**src/rtl/uart_tx_sender.sv**
```systemverilog
// Serialising UART transmitter: start bit, 8 data bits LSB first, optional parity,
// 1 or 2 stop bits. TX_STATUS is high while idle and ready to accept a byte.
module uart_tx_sender #(
  parameter int unsigned CLK_FREQ  = 100_000_000,
  parameter int unsigned BAUD_RATE = 9600,
  parameter int unsigned PARITY    = 0,
  parameter int unsigned STOP_BITS = 1
) (
  input  logic       sysclk,
  input  logic       reset,
  input  logic [7:0] TX_DATA,
  input  logic       TX_EN,
  output logic       TX_STATUS,
  output logic       UART_TX
);

  localparam int unsigned CLKS_PER_BIT = CLK_FREQ / BAUD_RATE;
  localparam int unsigned CNT_W        = (CLKS_PER_BIT > 2) ? $clog2(CLKS_PER_BIT) : 1;
  localparam logic [CNT_W-1:0] LAST_CNT = CNT_W'(CLKS_PER_BIT - 1);
  localparam bit HAS_PARITY = (PARITY != 0);
  localparam bit TWO_STOP   = (STOP_BITS == 2);

  // Reject configurations the bit timing or framing cannot represent.
  generate
    if (CLKS_PER_BIT < 2 || PARITY > 2 || (STOP_BITS != 1 && STOP_BITS != 2)) begin : g_bad_cfg
      $error("uart_tx_sender: unsupported CLKS_PER_BIT, PARITY or STOP_BITS");
    end
  endgenerate

  typedef enum logic [2:0] {
    S_IDLE,
    S_START,
    S_DATA,
    S_PARITY,
    S_STOP
  } state_t;

  state_t           state;
  logic [CNT_W-1:0] baud_cnt;
  logic [2:0]       bit_idx;
  logic [7:0]       data_q;
  logic             parity_bit;
  logic             stop_idx;
  logic             bit_done_c;
  logic             par_c;

  assign bit_done_c = (baud_cnt == LAST_CNT);
  assign par_c      = (PARITY == 1) ? ~^TX_DATA : ^TX_DATA;

  // Frame sequencer; every output and the next bit value are registered here.
  always_ff @(posedge sysclk or negedge reset) begin
    if (!reset) begin
      state      <= S_IDLE;
      baud_cnt   <= '0;
      bit_idx    <= '0;
      data_q     <= '0;
      parity_bit <= 1'b0;
      stop_idx   <= 1'b0;
      TX_STATUS  <= 1'b1;
      UART_TX    <= 1'b1;
    end else begin
      case (state)
        S_IDLE: begin
          if (TX_EN) begin
            data_q     <= TX_DATA;
            parity_bit <= par_c;
            baud_cnt   <= '0;
            bit_idx    <= '0;
            stop_idx   <= 1'b0;
            state      <= S_START;
            TX_STATUS  <= 1'b0;
            UART_TX    <= 1'b0;
          end
        end

        S_START: begin
          if (bit_done_c) begin
            baud_cnt <= '0;
            bit_idx  <= '0;
            state    <= S_DATA;
            UART_TX  <= data_q[0];
          end else begin
            baud_cnt <= baud_cnt + CNT_W'(1);
          end
        end

        S_DATA: begin
          if (bit_done_c) begin
            baud_cnt <= '0;
            if (bit_idx == 3'd7) begin
              if (HAS_PARITY) begin
                state   <= S_PARITY;
                UART_TX <= parity_bit;
              end else begin
                state    <= S_STOP;
                stop_idx <= 1'b0;
                UART_TX  <= 1'b1;
              end
            end else begin
              bit_idx <= bit_idx + 3'd1;
              UART_TX <= data_q[bit_idx + 3'd1];
            end
          end else begin
            baud_cnt <= baud_cnt + CNT_W'(1);
          end
        end

        S_PARITY: begin
          if (bit_done_c) begin
            baud_cnt <= '0;
            stop_idx <= 1'b0;
            state    <= S_STOP;
            UART_TX  <= 1'b1;
          end else begin
            baud_cnt <= baud_cnt + CNT_W'(1);
          end
        end

        S_STOP: begin
          if (bit_done_c) begin
            baud_cnt <= '0;
            if (TWO_STOP && !stop_idx) begin
              stop_idx <= 1'b1;
            end else if (TX_EN) begin
              // Request on the final stop edge starts the next frame with no idle gap.
              data_q     <= TX_DATA;
              parity_bit <= par_c;
              bit_idx    <= '0;
              stop_idx   <= 1'b0;
              state      <= S_START;
              TX_STATUS  <= 1'b0;
              UART_TX    <= 1'b0;
            end else begin
              stop_idx  <= 1'b0;
              state     <= S_IDLE;
              TX_STATUS <= 1'b1;
              UART_TX   <= 1'b1;
            end
          end else begin
            baud_cnt <= baud_cnt + CNT_W'(1);
          end
        end

        default: begin
          state     <= S_IDLE;
          baud_cnt  <= '0;
          TX_STATUS <= 1'b1;
          UART_TX   <= 1'b1;
        end
      endcase
    end
  end

endmodule
```
**config.mk**
```make
export PLATFORM = sky130hd
export DESIGN_NAME = uart_tx_sender
export DESIGN_NICKNAME = d
export VERILOG_FILES = /design/src/rtl/uart_tx_sender.sv
export SDC_FILE = /design/constraint.sdc
export NUM_CORES = 1
export LEC_CHECK = 0
export BUFFER_PORTS_ARGS = -buffer_cell sky130_fd_sc_hd__buf_2
export CAP_MARGIN = 20
export CORE_ASPECT_RATIO = 0.9
export CORE_UTILIZATION = 58
export CTS_CLUSTER_SIZE = 10
export DETAILED_ROUTE_END_ITERATION = 7
export GPL_TIMING_DRIVEN = 0
export HOLD_SLACK_MARGIN = 0.12
export PLACE_DENSITY = 0.78
export SLEW_MARGIN = 0
export SYNTH_ARGS = -nofsm -noshare
export SYNTH_HDL_FRONTEND = slang
export SYNTH_SLANG_ARGS = --single-unit
```
**constraint.sdc**
```tcl
create_clock -name sysclk -period 2.3 [get_ports sysclk]
set_input_delay 0.345 -clock sysclk [delete_from_list [all_inputs] [get_ports sysclk]]
set_output_delay 0.345 -clock sysclk [all_outputs]
set_load 0.005 [all_outputs]
```
Word level (Yosys, flattened, before mapping)
Index checks and enable logic that the tools add are counted.

word-level totals
  input port bits = 11
  word-level logic and storage cells = 64
  bits in registers = 30

operators by class
  reduce and logical (&&, ||, !) cells = 10
  bitwise gates (word level) = 1
  eq/ne operators = 13
  mux-type cells = 31
  $lt $le $gt $ge = 1
  add/sub/neg operators = 2

operators by type and width
  cell                                                        count
  two-way mux 3 bit                                           11
  two-way mux 14 bit                                          2
  one-hot mux 14 bit (2 select lines)                         1
  two-way mux 8 bit                                           2
  one-hot mux 8 bit (2 select lines)                          1
  one-hot mux 3 bit (5 select lines)                          1
  adder 14 x 1 -> 14 bit, second input constant               1
  equality test 14 bit, second input constant                 1
  != test 2 bit, second input constant                        7
  one-hot mux 3 bit (4 select lines)                          1
  AND reduction 5 bit                                         2
  two-way mux 1 bit                                           9
  equality test 3 x 2 -> 1 bit, second input constant         2
  equality test 3 bit, second input constant                  2
  AND reduction 6 bit                                         1
  one-hot mux 1 bit (5 select lines)                          1
  less-than comparator 3 x 4 -> 1 bit, second input constant  1
  nonzero test 4 bit                                          1
  OR reduction 4 bit                                          1
  adder 3 x 1 -> 3 bit, second input constant                 1
  binary-select mux 1 bit (select 3 bit)                      1
  equality test 3 x 1 -> 1 bit, second input constant         1
  logical NOT 3 bit                                           1
  one-hot mux 1 bit (3 select lines)                          1
  5 further kinds                                             5

Logic depth before layout (Yosys ltp)
  depth after elaboration = 6
  gate-level depth with buffers = 8

Worst setup path after synthesis
Ideal clock, no wire load.

  path type = register to register
  start point = register baud_cnt[0]
  end point = register data_q[0]
  data required time = 2175 ps
  library setup time = 125 ps
  slack = 519 ps
  cell stages (with the launch flop) = 8
  arrival time = 1657 ps
  period minus slack after synthesis = 1781 ps
  path through = dfrtp_1 -> ha_1 -> and3_1 -> nand4_1 -> buf_2 -> nand2_1 -> nand3_2 -> mux2_2

on the way
  cells in the longest elaborated chain, start to end = 3

RTL lines
  item                                  line  RTL
  from (decl)                           39    logic [CNT_W-1:0] baud_cnt;
  from (signal assigned)                83    baud_cnt <= baud_cnt + CNT_W'(1);
  from (signal assigned)                104   baud_cnt <= baud_cnt + CNT_W'(1);
  from (signal assigned)                115   baud_cnt <= baud_cnt + CNT_W'(1);
  equality test 14 bit                  47    assign bit_done_c = (baud_cnt == LAST_CNT);
  != test 2 bit (no source line)        --
  AND reduction 2 bit (no source line)  --
  to (signal assigned)                  56    data_q <= '0;
  to (signal assigned)                  65    data_q <= TX_DATA;
  to (signal assigned)                  126   data_q <= TX_DATA;
  to (decl)                             41    logic [7:0] data_q;

No other way between the ends.
A chain may end at the register's enable or synchronous reset.

Final worst setup path
  start point = register baud_cnt[0]
  end point = register data_q[2]

The elaborated chain is that of the path after synthesis.

==> results.txt <==
----------------------------------------------------
[Critical path]
  Endpoint type of the worst setup path ... register
  Worst setup path class ... reg -> reg
  Worst r2r path cells ... 7
  Register-to-register setup slack ... approximately 0.23 ns
  Worst reg2reg startpoint ... baud_cnt[0]
  Critical path data required time ... 2.52 ns
  Crit start category ... register
  Capture instance of the worst register-to-register path ... data_q[2]
  CP Launch Point ... baud_cnt[0]
  Worst endpoint data arrival time ... 2.29 ns
  Largest fanout on the critical path ... 10

[Yosys]
  Mapped Cells ... 154
  Area of the mapped netlist ... 1610 um^2
  Number of synthesis warnings ... 0
  Area share of the largest cell type after synthesis ... 43.4%
  Post-synthesis area per instance ... 10.5 um^2
  Synthesized Nets ... 168
  Count of state elements after synthesis ... 30
  Proportion of synthesized chip area in sequential cells ... a little under half
  Distinct cell type count of the synthesized netlist ... 39
  Cell taking the most area after synthesis ... sky130_fd_sc_hd__dfrtp_1
  Top post-synthesis cells by area ... sky130_fd_sc_hd__dfrtp_1 (43%), sky130_fd_sc_hd__mux2_2 (7.0%), sky130_fd_sc_hd__dfstp_2 (3.3%)

[Power]
  Fraction of power spent switching nets ... 22.3%
  Internal portion of total power ... approximately 0.8 mW
  IR Drop Worst-Case VDD ... 0.408 mV
  Power density cells ... 557 nW/um^2
  Clock share of power ... 41.4%
  Sequential share of power ... around 55%
  Power share of the combinational group ... 3.8%
  Switch Pwr ... 0.223 mW
  Leakage power summed over all cells ... between 0.8 and 0.9 nW

[Global route]
  GRT Total Usage ... 23.7%
  Via count of the first global-routing pass ... between 1k and 1.5k
  Pin count of the biggest net entering global routing ... 31
  Wire length of the first global-routing pass ... ~5300 um
  Leftover overflow at the end of global routing ... 0
  Number of antenna violations at the first check in global routing ... 0

[STA]
  Worst clock skew ... between 0.003 and 0.004 ns
  Setup repair after global routing missed its margin ... no
  Slew at the pin closest to its max-slew limit ... 0.672 ns
  Relative slew slack ... 55.2%
  Hold violation total from the final report ... 0
  Period utilization ... 90.1%
  Final slew viol count ... 0
  Final sum of negative setup slack ... 0 ns
  Final min period ... between 2 and 2.5 ns
  Count of endpoints failing setup in the final report ... 0
  Highest attainable clock frequency ... between 0.4 and 0.5 GHz

[Clocking]
  Clock Sinks ... 30
  Insertion delay of the later-clocked pin in the worst-skew pair ... 0.32 ns
  Post-CTS Resized ... 0
  Setup bufs post-CTS ... 0
  TritonCTS clock tree ... built
  Number of buffers created by CTS ... 5
  CTS max path bufs ... 2
  # hold bufs at CTS ... 1
  Clock Pin Slew Worst Setup and Hold Paths ... approximately 0.10 ns
  H-tree levels ... 2
  Cell at the root of the clock tree ... sky130_fd_sc_hd__clkbuf_4

[Routing]
  DRT Pass-1 Iters ... 6
  Ratio of routed vias to standard cells ... 6.11
  Number of vias after detailed routing ... 1240
  Post-route DRC violation count ... 1
  Count of nets left with antenna violations after detail routing ... 0
  Detailed Route WL ... 3120 um
  Routed length per placed instance ... roughly 15 um
  Number of violations reported at the end of detailed-routing iteration 0 ... 65

[Final layout]
  Count of nets after finishing ... around 190
  Count of placed standard cells in the final layout, fillers left out ... 203
  Fill cell total of the finished layout ... around 180
  Area added between synthesis and finish ... 11.3%
  Fraction of final layout cells with drive strength greater than 1 ... 25.1%
  Number of diodes added for antenna fixing ... 0

[Floorplanning]
  Die outline area ... 3000 um^2
  IO Pins ... 13
  Initial Util ... 63.2%
  Rows ... 17
  Die boundary height ... ~52 um
  Core region area ... 2550 um^2
  Die extent in x ... between 50 and 60 um

[Placement]
  HPWL after detailed placement ... 2250 um
  # placed instances ... 194
  Routability-driven placement congestion ratio ... 0.825
  Count of port buffers added during placement ... 12

[Worst hold path]
  Startpoint of the tightest hold check path ... TX_DATA[5]
  Worst Hold End ... data_q[5]
  Hold path depth ... 2
  Path class of the lowest-slack min-delay path ... in -> reg

[Status]
  Violations in the final reports ... DRC
  Outcome ... complete, but fails checks

[Flow run]
  Count of max-cap constraint violations ... 0

----------------------------------------------------
[state kept, by name, indices dropped and copies added (netlist names)]
| register | cells |
|---|---|
| TX_STATUS | 1 |
| UART_TX | 1 |
| baud_cnt | 14 |
| bit_idx | 3 |
| data_q | 8 |
| state | 3 |
[through the flow]
| stage | hold WS (ns) | util, % | cell area, um^2 | setup slack [ns] | power, mW |
|---|---|---|---|---|---|
| finish | 0.242 | 70.3 | 1800 | 0.229 | 1.00 |
| global route | 0.234 | 70.3 | 1800 | 0.0985 | 1.03 |
| CTS | 0.233 | 70.3 | 1800 | 0.249 | 1.01 |
| detailed placement | 0.417 | 66.9 | 1710 | 0.269 | 0.596 |
| global placement | 0.408 | 66.9 | 1710 | 0.338 | 0.594 |
| floorplan | 0.0494 | - | 1610 | 0.519 | 0.571 |
[how the worst max path moves through the flow]
stage	slack [ns]	cells past startpoint	end
2_1_floorplan	0.52	7	data_q[0]
3_3_place_gp	0.34	7	data_q[7]
3_5_place_dp	0.27	7	data_q[1]
4_1_cts	0.25	7	data_q[1]
5_1_grt	0.1	7	data_q[0]
6_report	0.23	7	data_q[2]
[critical path: stages, from the launching register on]
cell                      delay, ns
sky130_fd_sc_hd__dfrtp_1       0.44
sky130_fd_sc_hd__ha_1          0.25
sky130_fd_sc_hd__and3_1        0.22
sky130_fd_sc_hd__nand4_1       0.11
sky130_fd_sc_hd__buf_2         0.23
sky130_fd_sc_hd__nand2_1       0.11
sky130_fd_sc_hd__nand3_2       0.23
sky130_fd_sc_hd__mux2_2        0.37
[routing by layer]
| layer | wire, um | vias to the layer above | share of wire (%) | global-route usage, % |
|---|---|---|---|---|
| li1 | - | 597 | - | - |
| met2 | 1460 | 37 | 47 | 39.7 |
| met1 | 1430 | 599 | 46 | 28.9 |
| met4 | 50 | 0 | 1.6 | 9.76 |
| met5 | 0 | - | 0 | 0 |
| met3 | 174 | 7 | 5.6 | 6.72 |
[layout make-up]
class	count	area (um^2)	area share [%]
Multi-Input combinational cell	114	815	45.4
Sequential cell	30	753	42.0
Timing Repair Buffer	13	70.1	3.90
Clock inverter	3	40.0	2.23
Clock buffer	5	37.5	2.09
Tap cell	28	35.0	1.95
Buffer	6	30.0	1.67
Inverter	4	15.0	0.836
[synthesized netlist by cell type (all sizes together)]
library cell	count
o31ai	2
nor4	2
nand2b	2
nor3	6
nor3b	3
a31o	1
nand4	2
ha	3
mux2	11
nor4b	2
dfstp	2
o21ai	11
or2	1
a21o	2
inv	4
xnor2	6
nand2	13
dfrtp	28
nand3	7
a22o	3
and3	3
nor2b	1
a21oi	5
buf	4
and2	2
and4bb	1
nor2	14
mux4	2
clkbuf	2
a31oi	4
mux2i	3
xor2	2
[power groups by stage]
stage | Clock (mW) | Sequential [mW] | Combinational, mW
final | 0.414 | 0.549 | 0.0376
after global routing | 0.436 | 0.551 | 0.0439
after CTS | 0.423 | 0.549 | 0.0386
after detailed placement | 0 | 0.559 | 0.0373
after global placement | 0 | 0.558 | 0.0357
after floorplan | 0 | 0.556 | 0.0151
[placed cells by master (no fill, tap or decap), types with 2 or more instances in the layout]
cell type / n
sky130_fd_sc_hd__a21o_1: 2
sky130_fd_sc_hd__a21oi_1: 5
sky130_fd_sc_hd__a22o_1: 3
sky130_fd_sc_hd__a31oi_1: 4
sky130_fd_sc_hd__and2_1: 2
sky130_fd_sc_hd__and3_1: 3
sky130_fd_sc_hd__buf_2: 15
sky130_fd_sc_hd__clkbuf_1: 2
sky130_fd_sc_hd__clkbuf_4: 5
sky130_fd_sc_hd__clkinv_2: 2
sky130_fd_sc_hd__dfrtp_1: 28
sky130_fd_sc_hd__dfstp_2: 2
sky130_fd_sc_hd__ha_1: 3
sky130_fd_sc_hd__inv_1: 4
sky130_fd_sc_hd__mux2_2: 10
sky130_fd_sc_hd__mux2i_1: 3
sky130_fd_sc_hd__mux4_1: 2
sky130_fd_sc_hd__nand2_1: 13
sky130_fd_sc_hd__nand2b_1: 2
sky130_fd_sc_hd__nand3_1: 6
sky130_fd_sc_hd__nand4_1: 2
sky130_fd_sc_hd__nor2_1: 14
sky130_fd_sc_hd__nor3_1: 6
sky130_fd_sc_hd__nor3b_1: 3
sky130_fd_sc_hd__o21ai_0: 10
sky130_fd_sc_hd__xnor2_1: 6
sky130_fd_sc_hd__xor2_1: 2
[logic make-up after synthesis]
family                   count (synthesis)  synth area share, %
AO/OA/AOI/OAI                           28                 11.1
XOR/XNOR                                 8                 4.34
adder cells (fa/ha/maj)                  3                 2.33
buffers and inverters                   10                 2.79
flip-flops                              30                 46.7
multiplexers                            16                 13.0
AND/OR/NAND/NOR                         59                 19.7
No activity file was read; power rests on OpenSTA's default activity.
